==> config.mk <==
export PLATFORM = sky130hd
export DESIGN_NAME = cv32e41s_ctrl_scoreboard_flat
export DESIGN_NICKNAME = d
export VERILOG_FILES = /design/src/rtl/cv32e41s_ctrl_scoreboard_pkg.sv /design/src/rtl/cv32e41s_ctrl_scoreboard_if.sv /design/src/rtl/cv32e41s_ctrl_scoreboard_sb_match.sv /design/src/rtl/cv32e41s_ctrl_scoreboard.sv /design/src/flat_wrapper.sv
export SDC_FILE = /design/constraint.sdc
export NUM_CORES = 1
export LEC_CHECK = 0
export ABC_CLOCK_PERIOD_IN_PS = 1460
export CAP_MARGIN = 5
export CORE_ASPECT_RATIO = 1.75
export CORE_MARGIN = 8
export CORE_UTILIZATION = 38
export CTS_BUF_LIST = sky130_fd_sc_hd__clkbuf_4 sky130_fd_sc_hd__clkbuf_8
export CTS_CLUSTER_DIAMETER = 60
export DETAILED_ROUTE_END_ITERATION = 6
export PLACE_DENSITY = 0.79
export SLEW_MARGIN = 20
export SYNTH_ARGS = -nofsm -noshare
export SYNTH_HDL_FRONTEND = slang
export SYNTH_SLANG_ARGS = --single-unit
==> constraint.sdc <==
create_clock -name clk -period 1.46 [get_ports clk]
set_clock_uncertainty 0.15 [all_clocks]
set_input_delay 0.146 -clock clk [delete_from_list [all_inputs] [get_ports clk]]
set_output_delay 0.146 -clock clk [all_outputs]
set_load 0.005 [all_outputs]
==> src/rtl/cv32e41s_ctrl_scoreboard_pkg.sv <==
// Shared types and helpers for the control scoreboard: the per-stage entry
// record and the width of a forwarding select for a given pipeline depth.
package cv32e41s_ctrl_scoreboard_pkg;

    // Entries store addresses zero-extended to this width; ADDR_WIDTH must not exceed it.
    localparam int SB_MAX_ADDR_W = 8;
    localparam int SB_SEL_RF     = 0;

    typedef struct packed {
        logic                     valid;
        logic                     we;
        logic [SB_MAX_ADDR_W-1:0] waddr;
    } sb_entry_t;

    function automatic int sb_sel_w(input int pipe_depth);
        return $clog2(pipe_depth + 1);
    endfunction

endpackage

==> src/rtl/cv32e41s_ctrl_scoreboard_if.sv <==
// Stage handshake, read-port and forwarding signals between the pipeline
// controller (master) and the scoreboard (slave).
interface cv32e41s_ctrl_scoreboard_if
    import cv32e41s_ctrl_scoreboard_pkg::*;
#(
    parameter int REGFILE_NUM_READ_PORTS = 2,
    parameter int PIPE_DEPTH             = 2,
    parameter int ADDR_WIDTH             = 5
);
    localparam int SB_SEL_W = sb_sel_w(PIPE_DEPTH);

    logic                                         issue_valid_i;
    logic                                         issue_we_i;
    logic [ADDR_WIDTH-1:0]                        issue_waddr_i;
    logic [PIPE_DEPTH-1:0]                        adv_i;
    logic [PIPE_DEPTH-1:0]                        kill_i;
    logic [PIPE_DEPTH-1:0]                        result_rdy_i;
    logic [REGFILE_NUM_READ_PORTS-1:0]            rf_re_i;
    logic [REGFILE_NUM_READ_PORTS*ADDR_WIDTH-1:0] rf_raddr_i;
    logic [REGFILE_NUM_READ_PORTS*SB_SEL_W-1:0]   fwd_sel_o;
    logic                                         stall_o;

    modport master (
        output issue_valid_i, issue_we_i, issue_waddr_i, adv_i, kill_i,
               result_rdy_i, rf_re_i, rf_raddr_i,
        input  fwd_sel_o, stall_o
    );

    modport slave (
        input  issue_valid_i, issue_we_i, issue_waddr_i, adv_i, kill_i,
               result_rdy_i, rf_re_i, rf_raddr_i,
        output fwd_sel_o, stall_o
    );

endinterface

==> src/rtl/cv32e41s_ctrl_scoreboard_sb_match.sv <==
// Priority lookup for one register-file read port: the youngest in-flight
// writer of the read address selects a forwarding stage or raises a hazard.
module cv32e41s_sb_match
    import cv32e41s_ctrl_scoreboard_pkg::*;
#(
    parameter int PIPE_DEPTH = 2,
    parameter int ADDR_WIDTH = 5,
    parameter int SEL_W      = 2
) (
    input  sb_entry_t [PIPE_DEPTH-1:0] entries,
    input  logic      [PIPE_DEPTH-1:0] result_rdy,
    input  logic                       re,
    input  logic      [ADDR_WIDTH-1:0] raddr,
    output logic      [SEL_W-1:0]      sel,
    output logic                       hazard
);

    logic found;

    // x0 is never forwarded; the lowest-numbered stage holds the youngest writer.
    always_comb begin
        sel    = SEL_W'(SB_SEL_RF);
        hazard = 1'b0;
        found  = 1'b0;
        if (re && (raddr != '0)) begin
            for (int k = 0; k < PIPE_DEPTH; k++) begin
                if (!found && entries[k].valid && entries[k].we &&
                    (entries[k].waddr == SB_MAX_ADDR_W'(raddr))) begin
                    found = 1'b1;
                    if (result_rdy[k]) begin
                        sel = SEL_W'(k + 1);
                    end else begin
                        hazard = 1'b1;
                    end
                end
            end
        end
    end

endmodule

==> src/rtl/cv32e41s_ctrl_scoreboard.sv <==
// Register-write scoreboard over PIPE_DEPTH post-ID stages with per-port forwarding
// selects and an ID stall; the stall counter is built only with CV32E41S_SB_STALL_CNT_EN.
module cv32e41s_ctrl_scoreboard
    import cv32e41s_ctrl_scoreboard_pkg::*;
#(
    parameter int REGFILE_NUM_READ_PORTS = 2,
    parameter int PIPE_DEPTH             = 2,
    parameter int ADDR_WIDTH             = 5,
    parameter int CNT_WIDTH              = 16
) (
    input  logic                         clk,
    input  logic                         rst_n,
    cv32e41s_ctrl_scoreboard_if.slave    sb,
    input  logic                         stall_cnt_clr_i,
    output logic [CNT_WIDTH-1:0]         stall_cnt_o
);

    localparam int SB_SEL_W = sb_sel_w(PIPE_DEPTH);

    sb_entry_t [PIPE_DEPTH-1:0]             entry_q;
    sb_entry_t [PIPE_DEPTH-1:0]             entry_d;
    logic      [REGFILE_NUM_READ_PORTS-1:0] hazard;
    logic      [PIPE_DEPTH-1:0]             incoming;
    logic      [PIPE_DEPTH-1:0]             held;
    logic                                   stall;

    // Kill beats any transfer into a stage; a transfer beats the stage draining.
    always_comb begin
        entry_d = entry_q;
        if (sb.kill_i[0]) begin
            entry_d[0] = '0;
        end else if (sb.issue_valid_i) begin
            entry_d[0].valid = 1'b1;
            entry_d[0].we    = sb.issue_we_i;
            entry_d[0].waddr = SB_MAX_ADDR_W'(sb.issue_waddr_i);
        end else if (sb.adv_i[0]) begin
            entry_d[0] = '0;
        end
        for (int k = 1; k < PIPE_DEPTH; k++) begin
            if (sb.kill_i[k]) begin
                entry_d[k] = '0;
            end else if (sb.adv_i[k-1]) begin
                entry_d[k] = entry_q[k-1];
            end else if (sb.adv_i[k]) begin
                entry_d[k] = '0;
            end
        end
    end

    always_ff @(posedge clk or negedge rst_n) begin
        if (!rst_n) begin
            entry_q <= '0;
        end else begin
            entry_q <= entry_d;
        end
    end

    always_comb begin
        incoming    = '0;
        held        = '0;
        incoming[0] = sb.issue_valid_i;
        for (int k = 1; k < PIPE_DEPTH; k++) begin
            incoming[k] = sb.adv_i[k-1] & entry_q[k-1].valid;
        end
        for (int k = 0; k < PIPE_DEPTH; k++) begin
            held[k] = entry_q[k].valid & ~sb.adv_i[k] & ~sb.kill_i[k];
        end
    end

    // A valid entry must never be overwritten by one arriving while it is still held.
    assert property (@(posedge clk) disable iff (!rst_n) (incoming & held) == '0);

    for (genvar p = 0; p < REGFILE_NUM_READ_PORTS; p++) begin : g_port
        cv32e41s_sb_match #(
            .PIPE_DEPTH (PIPE_DEPTH),
            .ADDR_WIDTH (ADDR_WIDTH),
            .SEL_W      (SB_SEL_W)
        ) u_match (
            .entries    (entry_q),
            .result_rdy (sb.result_rdy_i),
            .re         (sb.rf_re_i[p]),
            .raddr      (sb.rf_raddr_i[p*ADDR_WIDTH +: ADDR_WIDTH]),
            .sel        (sb.fwd_sel_o[p*SB_SEL_W +: SB_SEL_W]),
            .hazard     (hazard[p])
        );
    end

    assign stall    = |hazard;
    assign sb.stall_o = stall;

`ifdef CV32E41S_SB_STALL_CNT_EN
    logic [CNT_WIDTH-1:0] cnt_q;

    always_ff @(posedge clk or negedge rst_n) begin
        if (!rst_n) begin
            cnt_q <= '0;
        end else if (stall_cnt_clr_i) begin
            cnt_q <= '0;
        end else if (stall && (cnt_q != '1)) begin
            cnt_q <= cnt_q + CNT_WIDTH'(1);
        end
    end

    assign stall_cnt_o = cnt_q;
`else
    logic unused_stall_cnt_clr;
    assign unused_stall_cnt_clr = stall_cnt_clr_i;
    assign stall_cnt_o          = '0;
`endif

endmodule

==> src/flat_wrapper.sv <==
// flat-port wrapper written by rule: the top's interface ports become plain ports
module cv32e41s_ctrl_scoreboard_flat import cv32e41s_ctrl_scoreboard_pkg::*;
#(
    parameter int REGFILE_NUM_READ_PORTS = 2,
    parameter int PIPE_DEPTH             = 2,
    parameter int ADDR_WIDTH             = 5,
    parameter int CNT_WIDTH              = 16
)
  (clk, rst_n, stall_cnt_clr_i, stall_cnt_o, sb_issue_valid_i, sb_issue_we_i, sb_issue_waddr_i, sb_adv_i, sb_kill_i, sb_result_rdy_i, sb_rf_re_i, sb_rf_raddr_i, sb_fwd_sel_o, sb_stall_o);
  cv32e41s_ctrl_scoreboard_if #(.REGFILE_NUM_READ_PORTS(REGFILE_NUM_READ_PORTS), .PIPE_DEPTH(PIPE_DEPTH), .ADDR_WIDTH(ADDR_WIDTH)) sb_i ();
  input  logic clk;
  input  logic rst_n;
  input  logic stall_cnt_clr_i;
  output logic [CNT_WIDTH-1:0] stall_cnt_o;
  input wire logic [$bits(sb_i.issue_valid_i)-1:0] sb_issue_valid_i;
  input wire logic [$bits(sb_i.issue_we_i)-1:0] sb_issue_we_i;
  input wire logic [$bits(sb_i.issue_waddr_i)-1:0] sb_issue_waddr_i;
  input wire logic [$bits(sb_i.adv_i)-1:0] sb_adv_i;
  input wire logic [$bits(sb_i.kill_i)-1:0] sb_kill_i;
  input wire logic [$bits(sb_i.result_rdy_i)-1:0] sb_result_rdy_i;
  input wire logic [$bits(sb_i.rf_re_i)-1:0] sb_rf_re_i;
  input wire logic [$bits(sb_i.rf_raddr_i)-1:0] sb_rf_raddr_i;
  output wire logic [$bits(sb_i.fwd_sel_o)-1:0] sb_fwd_sel_o;
  output wire logic [$bits(sb_i.stall_o)-1:0] sb_stall_o;
  assign sb_i.issue_valid_i = sb_issue_valid_i;
  assign sb_i.issue_we_i = sb_issue_we_i;
  assign sb_i.issue_waddr_i = sb_issue_waddr_i;
  assign sb_i.adv_i = sb_adv_i;
  assign sb_i.kill_i = sb_kill_i;
  assign sb_i.result_rdy_i = sb_result_rdy_i;
  assign sb_i.rf_re_i = sb_rf_re_i;
  assign sb_i.rf_raddr_i = sb_rf_raddr_i;
  assign sb_fwd_sel_o = sb_i.fwd_sel_o;
  assign sb_stall_o = sb_i.stall_o;
  cv32e41s_ctrl_scoreboard #(.REGFILE_NUM_READ_PORTS(REGFILE_NUM_READ_PORTS), .PIPE_DEPTH(PIPE_DEPTH), .ADDR_WIDTH(ADDR_WIDTH), .CNT_WIDTH(CNT_WIDTH)) u_core (.clk(clk), .rst_n(rst_n), .sb(sb_i), .stall_cnt_clr_i(stall_cnt_clr_i), .stall_cnt_o(stall_cnt_o));
endmodule
==> results of run 1 <==
==> layer usage <==
metal	part of all wire [%]	vias to the layer above	wire length, µm
li1	-	462	-
met1	34	444	1060
met2	52	49	1640
met3	8.7	17	276
met4	6.1	0	194
met5	0	-	0
==> worst max-delay path by stage <==
| stage | cells after the start | to |
|---|---|---|
| detailed placement | 8 | sb_stall_o |
| global route | 8 | sb_stall_o |
| CTS | 9 | sb_stall_o |
| floorplan | 6 | sb_stall_o |
| finish | 8 | sb_stall_o |
| global placement | 8 | sb_stall_o |
==> critical path, stage by stage <==
cell	delay [ns]
clkdlybuf4s50_1	0.48
or4_4	0.58
o21ai_4	0.19
nor2_1	0.09
buf_4	0.13
nor2_1	0.09
o22ai_1	0.07
buf_2	0.13
==> metrics by stage <==
stage / power, W / std cells / util [%]
after floorplan: 0.000535 / 129 / -
after global placement: 0.000648 / 183 / 53.1
after detailed placement: 0.000653 / 183 / 53.1
after CTS: 0.00104 / 192 / 57.0
after global routing: 0.00109 / 192 / 58.2
final: 0.00104 / 192 / 58.2
==> cells in the final DEF (no fill, tap or decap), types with 4 or more instances in the layout <==
cell type,n
a21oi_1,8
a22oi_1,6
and2_1,4
buf_2,5
buf_4,18
clkbuf_8,4
clkdlybuf4s50_1,26
conb_1,16
dfrtp_1,13
nand4_1,4
nor2_1,18
nor3b_1,7
xnor2_1,11
xor2_1,8
==> timing repair <==
| item | CTS | global route |
|---|---|---|
| hold endpoints to repair | 0 | 0 |
| resized for setup | 25 | 7 |
| setup buffers | 5 | 0 |
| setup endpoints to repair | 5 | 5 |
| pin swaps | 10 | 6 |
==> power breakdown <==
group	total (W)	internal [W]	switching [W]
logic	0.000253	0.000138	0.000115
clock network	0.000371	0.000239	0.000132
registers	0.000417	0.000403	0.0000145
total	0.00104	0.000779	0.000262
==> logic make-up (layout without fill, tap and decap cells) <==
family,after synthesis,after routing
buf+inv,20,56
xor+xnor,20,20
simple gates,42,42
other cells,1,16
flops,14,14
compound gates,17,17
==> layout make-up <==
cell class | count | area (µm²)
flip-flops and latches | 14 | 352
inverters | 1 | 3.75
well taps | 27 | 33.8
repair buffers | 51 | 443
multi-input cells | 95 | 642
clock buffers | 4 | 55.1
fillers | 235 | 1100
==> impl_results.md, run 1 <==
- Largest reg by FF count: u_core.entry_q
- Largest register FFs: 14
- WHS: 0.0735 ns
- CP Capture Type: output port
- WL per Instance: 16.5 µm
- Cell taking the most area after synthesis: dfrtp_1
- Grt met2 use: 23.6%
- Core area: between 2000 and 3000 µm²
- Critical path data required time: 1.16 ns
- Final setup viols: 5
- CP max FO: 3
- Via count: 972
- Initial core utilization: between 30% and 40%
- IO Port Bufs: 31
- Top Registers: u_core.entry_q (14)
- Fmax: 0.456 GHz
- Root Driver: clkbuf_8
- Pre-antenna DRT Iters: 4
- Clk buf depth: 2
- Violated checks: negative setup slack
- Startpoint types: primary input
- Max-slew violation count: 0
- Yosys warns: 0
- Most common cell in the netlist: nor2_1
- Post-synthesis adder-cell area fraction: 0%
- Cts hold-fix bufs: 0
- Synthesized area: a little over 1000 µm²
- Yosys top cell area share: 34.5%
- HPWL Detailed: 2.56 mm
- Worst flop-to-flop path endpoint: u_core.entry_q[4]
- Overall routing resource usage: 13.9%
- R2r worst-path depth: 4
- Fin crit share: 150%
- DP Area: 1400 µm²
- Busiest grt layer: met2
- PnR worst setup slack: -0.733 ns
- Pre-CTS setup slack: -1.07 ns
- Pin count of the biggest net entering global routing: 16
- First-pass GRT wire length: 4.88 mm
- Min-delay worst type: in -> async
- Post-layout net count: around 190
- Ys async rst share: 100%
- Post-synthesis sequential area ratio: 34.5%
- Post-synthesis compound-gate area fraction: 10.7%
- Antenna violations before repair: 0
- Clk Latency, worst-skew pair: 0.24 ns
- Xor and xnor area share after synthesis: roughly 17%
- RePlAce Congestion: 0.957
- Die Y: about 84 µm
- Lkg Pwr: 0.683 nW
- RSZ-0062 raised after global routing: yes
- Synth top area cells: dfrtp_1 35%, buf_4 12%, xnor2_1 10%, nor2_1 7.0%, xor2_1 6.9%
- Antenna fix cells: 0
- Library cells used by synthesis: 19
- Synth Area in Simple Gates: 23.8%
- Largest family of logic cells by synthesized area: simple AND/OR/NAND/NOR gates
- Mux share of post-synthesis cell area: 0%
- Top Ports: 49
- CP Class: in -> out
- Commonest cells post-synth: 19 x nor2_1, 16 x buf_4, 14 x dfrtp_1, 12 x xnor2_1
- Design Area, Final: 1530 µm²
- Flops & latches, synth: 14
- Max-capacitance violation count: 0
- DR DRC count: 0
- Max VDD drop: approximately 0.48 mV
- Routing usage on met3: 2.65%
- Post-synth EDFFs: 0
- # H-tree levels: 1
- Met1 Usage GRT: 13.4%
- Reg2Reg Setup Slack: 0.33 ns
- Final Critical Period: 2.19 ns
- Final WL: 3.17 mm
- Fin Setup TNS: -3.16 ns
- Share of layout cells above drive strength 1: 23.6%
- Routed Antenna Nets: 0
- Cell Rows: 25
- Crit. Startpoint: sb_rf_raddr_i[1]
- Total CTS buffers: 3
- Hold Fails Final Rpt: 0
- Number of global-route vias before repair: 1106
- Worst-path clk slew: 0.06 ns
- Cell Pwr Density: 681 nW/µm²
- Total gr overflow: 0
- Syn Area/Cell: 8.90 µm²
- CTS tree: built
- Cells after synthesis: 114
- Status: finished with violations
- Worst Path Arrival: 1.90 ns
- Vias per cell: 5.06
- Reg-to-reg startpoint: u_core.entry_q[4]
- Clock sink count: 14
- Chip Width: 55.1 µm
- Area delta synth->final: 50.7%
- Initial DRC count: 15
- Top_reg_cell synth: dfrtp_1
- Die ar.: 4640 µm²
Power figures use the tool's default switching activity.
==> run 2, diff against run 1 <==
==> constraint.sdc (replaced) <==
create_clock -name clk -period 1.46 [get_ports clk]
set_clock_uncertainty 0.15 [all_clocks]
set_input_delay 0.146 -clock clk [delete_from_list [all_inputs] [get_ports clk]]
set_output_delay 0.146 -clock clk [all_outputs]
set_load 0.01 [all_outputs]
==> run 2 against run 1 <==
Net effect: the run still ends with negative setup slack left; global-route usage down 0.45 points; clock power down 18%; total power down 6.0%; die area unchanged; flip-flop and latch count unchanged; routed wire length down 4.6%; final area up 1.6%; first-iteration DRC count up 140%; critical path depth down 1; fmax up 1.5%; clock-buffer cell count down 1; largest cell class unchanged.
==> impl_results.md, run 2 (synthesis gave the netlist of run 1 again) <==
- Most common cell after layout, fill and taps aside: clkdlybuf4s50_1
- Post-layout util: between 50% and 60%
- Pin count of the biggest net entering global routing: 15
- CTS tree: built
- Overall power: 0.000979 W
- Violated checks: negative setup slack
- Die ar.: 4640 µm²
- Clk Latency, worst-skew pair: 0.24 ns
- CP max FO: 3
- Cell Int Power: about 0.00072 W
- Fillers: 227
- DR DRC count: 0
- First-pass GRT wire length: roughly 4.7 mm
- Share of layout cells above drive strength 1: 27.9%
- Final setup viols: 5
- Max VDD drop: 0.523 mV
- Critical path's top delay family: simple AND/OR/NAND/NOR gates
- Cell Rows: 25
- Final WL: just over 3 mm
- Cell Pwr Density: around 630 nW/µm²
- Critical path data required time: 1.16 ns
- WL per Instance: between 15 and 20 µm
- Sw Share: between 20% and 30%
- Largest reg by FF count: u_core.entry_q
- WP buf/inv: 1
- Total gr overflow: 0
- Area delta synth->final: 53.1%
- RePlAce Congestion: 0.901
- Final Critical Period: 2.16 ns
- Total CTS buffers: 3
- Lkg Pwr: 0.704 nW
- CP Class: reg -> out
- CP Capture Type: output port
- Slowest stage cell on the critical path: dfrtp_2
- Via count: 945
- Overall routing resource usage: 13.4%
- Antenna violations before repair: 0
- Vias per cell: 4.92
- Number of global-route vias before repair: ~1100
- Sequential Power Share: 42.9%
- Hold Fails Final Rpt: 0
- Startpoint types: register
- HPWL Detailed: 2.46 mm
- Routed wl met3: 211 µm
- Most frequent cells in the layout: 21 x clkdlybuf4s50_1, 19 x buf_4, 16 x nor2_1, 16 x conb_1
- Die Y: approximately 84 µm
- Chip Width: 55.1 µm
- Clock sink count: 14
- Min-delay worst type: in -> async
- Clk buf depth: 2
- Top sig layer: met4
- Clock network power share: 31.1%
- Layout Cells excl Fill: roughly 190
- Critical Path Max Stage Delay: 0.45 ns
- Pre-antenna DRT Iters: 3
- Dpl cells: between 150 and 200
- Post-layout net count: 195
- Initial DRC count: 36
- Initial core utilization: 38.6%
- IO Port Bufs: 31
- Max-slew violation count: 0
- Root Driver: clkbuf_8
- Cells along the critical path: xor2_2 -> nor4_2 -> nand4_1 -> nor4b_4 -> nor2_1 -> o22ai_2 -> buf_2
- Antenna fix cells: 0
- # H-tree levels: 1
- Core area: ~2600 µm²
- PnR worst setup slack: -0.700 ns
- Gate power share: 26.0%
- Sw power: 0.000258 W
- Max-capacitance violation count: 0
- Fin Setup TNS: -3.03 ns
- Top Registers: u_core.entry_q (14)
- Fin crit share: 148%
- Worst-path clk slew: 0.05 ns
- Top Ports: roughly 50
- Post-Route M1 WL: 1.07 mm
- WHS: 0.0596 ns
- Worst Path Arrival: roughly 1.9 ns
- Routed Antenna Nets: 0
- Status: finished with violations
- RSZ-0062 raised after global routing: yes
- Met2 WL post-DR: 1.60 mm
- Largest register FFs: 14
- Fmax: 0.463 GHz
==> run 2: cell count changes in the layout (fill, tap and decap cells not counted), sizes merged <==
cell / change
buf: +1
clkbuf: -1
clkdlybuf4s50: -5
dlygate4sd2: +3
dlymetal6s2s: +2
==> run 2: worst reg2reg max path: cells and delay by family, from the launching register on <==
family,cells,cell delay (ns)
AOI/OAI and AO/OA,1,0.13
buffers and inverters,2,0.28
and+or+nand+nor,1,0.06
DFF,1,0.38
==> run 2: worst paths after layout <==
check / endpoint / slack (ns) / cells after the start / start
worst min register to register: u_core.entry_q[9] / 0.54 / 3 / u_core.entry_q[9]
worst max register to register: u_core.entry_q[11] / 0.33 / 4 / u_core.entry_q[1]
max in group asynchronous: u_core.entry_q[2] / 0.92 / 2 / rst_n
min in group clk: u_core.entry_q[0] / 0.40 / 3 / sb_issue_waddr_i[0]
worst max-delay path: sb_stall_o / -0.70 / 7 / u_core.entry_q[2]
worst min-delay path: u_core.entry_q[18] / 0.06 / 2 / rst_n
==> run 2: area by class of cell <==
type | instances | area (µm²) | share of cell area [%]
Clock buffer | 3 | 41.3 | 2.66
Tap cell | 27 | 33.8 | 2.17
Inverter | 1 | 3.75 | 0.242
Sequential cell | 14 | 353 | 22.7
Multi-Input combinational cell | 95 | 658 | 42.4
Timing Repair Buffer | 52 | 464 | 29.9
==> run 2: stage by stage <==
step | worst slack (ns) | cell area, µm²
detailed placement | -1.02 | 1410
CTS | -0.754 | 1510
floorplan | -0.148 | 1080
global placement | -0.953 | 1410
finish | -0.700 | 1550
global route | -0.792 | 1550
==> run 2: timing repair <==
item	in CTS	in global routing
gates resized for setup	34	8
buffers inserted	6	1
hold buffers	0	0
pin swaps	9	9
endpoints found under the setup margin	5	5
==> run 2: power by group through the flow <==
stage | combinational, W | sequential, W | clock, W
2_1_floorplan | 0.000123 | 0.000422 | 0
3_3_place_gp | 0.000229 | 0.000424 | 0
3_5_place_dp | 0.000234 | 0.000425 | 0
4_1_cts | 0.000246 | 0.000418 | 0.000314
5_1_grt | 0.000277 | 0.000421 | 0.000325
6_report | 0.000254 | 0.000420 | 0.000305
==> run 2: per-layer routing <==
metal  global-route usage (%)  up-vias
met3                     2.12       12
met2                     23.2       47
met5                        0        -
li1                         -      462
met4                     10.3        0
met1                     12.7      424
==> run 3, diff against run 2 <==
--- a/config.mk
+++ b/config.mk
@@ -6,7 +6,6 @@
 export NUM_CORES = 1
 export LEC_CHECK = 0
 export ABC_CLOCK_PERIOD_IN_PS = 1460
-export CAP_MARGIN = 5
 export CORE_ASPECT_RATIO = 1.75
 export CORE_MARGIN = 8
 export CORE_UTILIZATION = 38
@@ -14,7 +13,6 @@
 export CTS_CLUSTER_DIAMETER = 60
 export DETAILED_ROUTE_END_ITERATION = 6
 export PLACE_DENSITY = 0.79
-export SLEW_MARGIN = 20
 export SYNTH_ARGS = -nofsm -noshare
 export SYNTH_HDL_FRONTEND = slang
 export SYNTH_SLANG_ARGS = --single-unit
==> results of run 3 <==
Same layout as run 2: the final DEF is identical, and so are final timing and power.
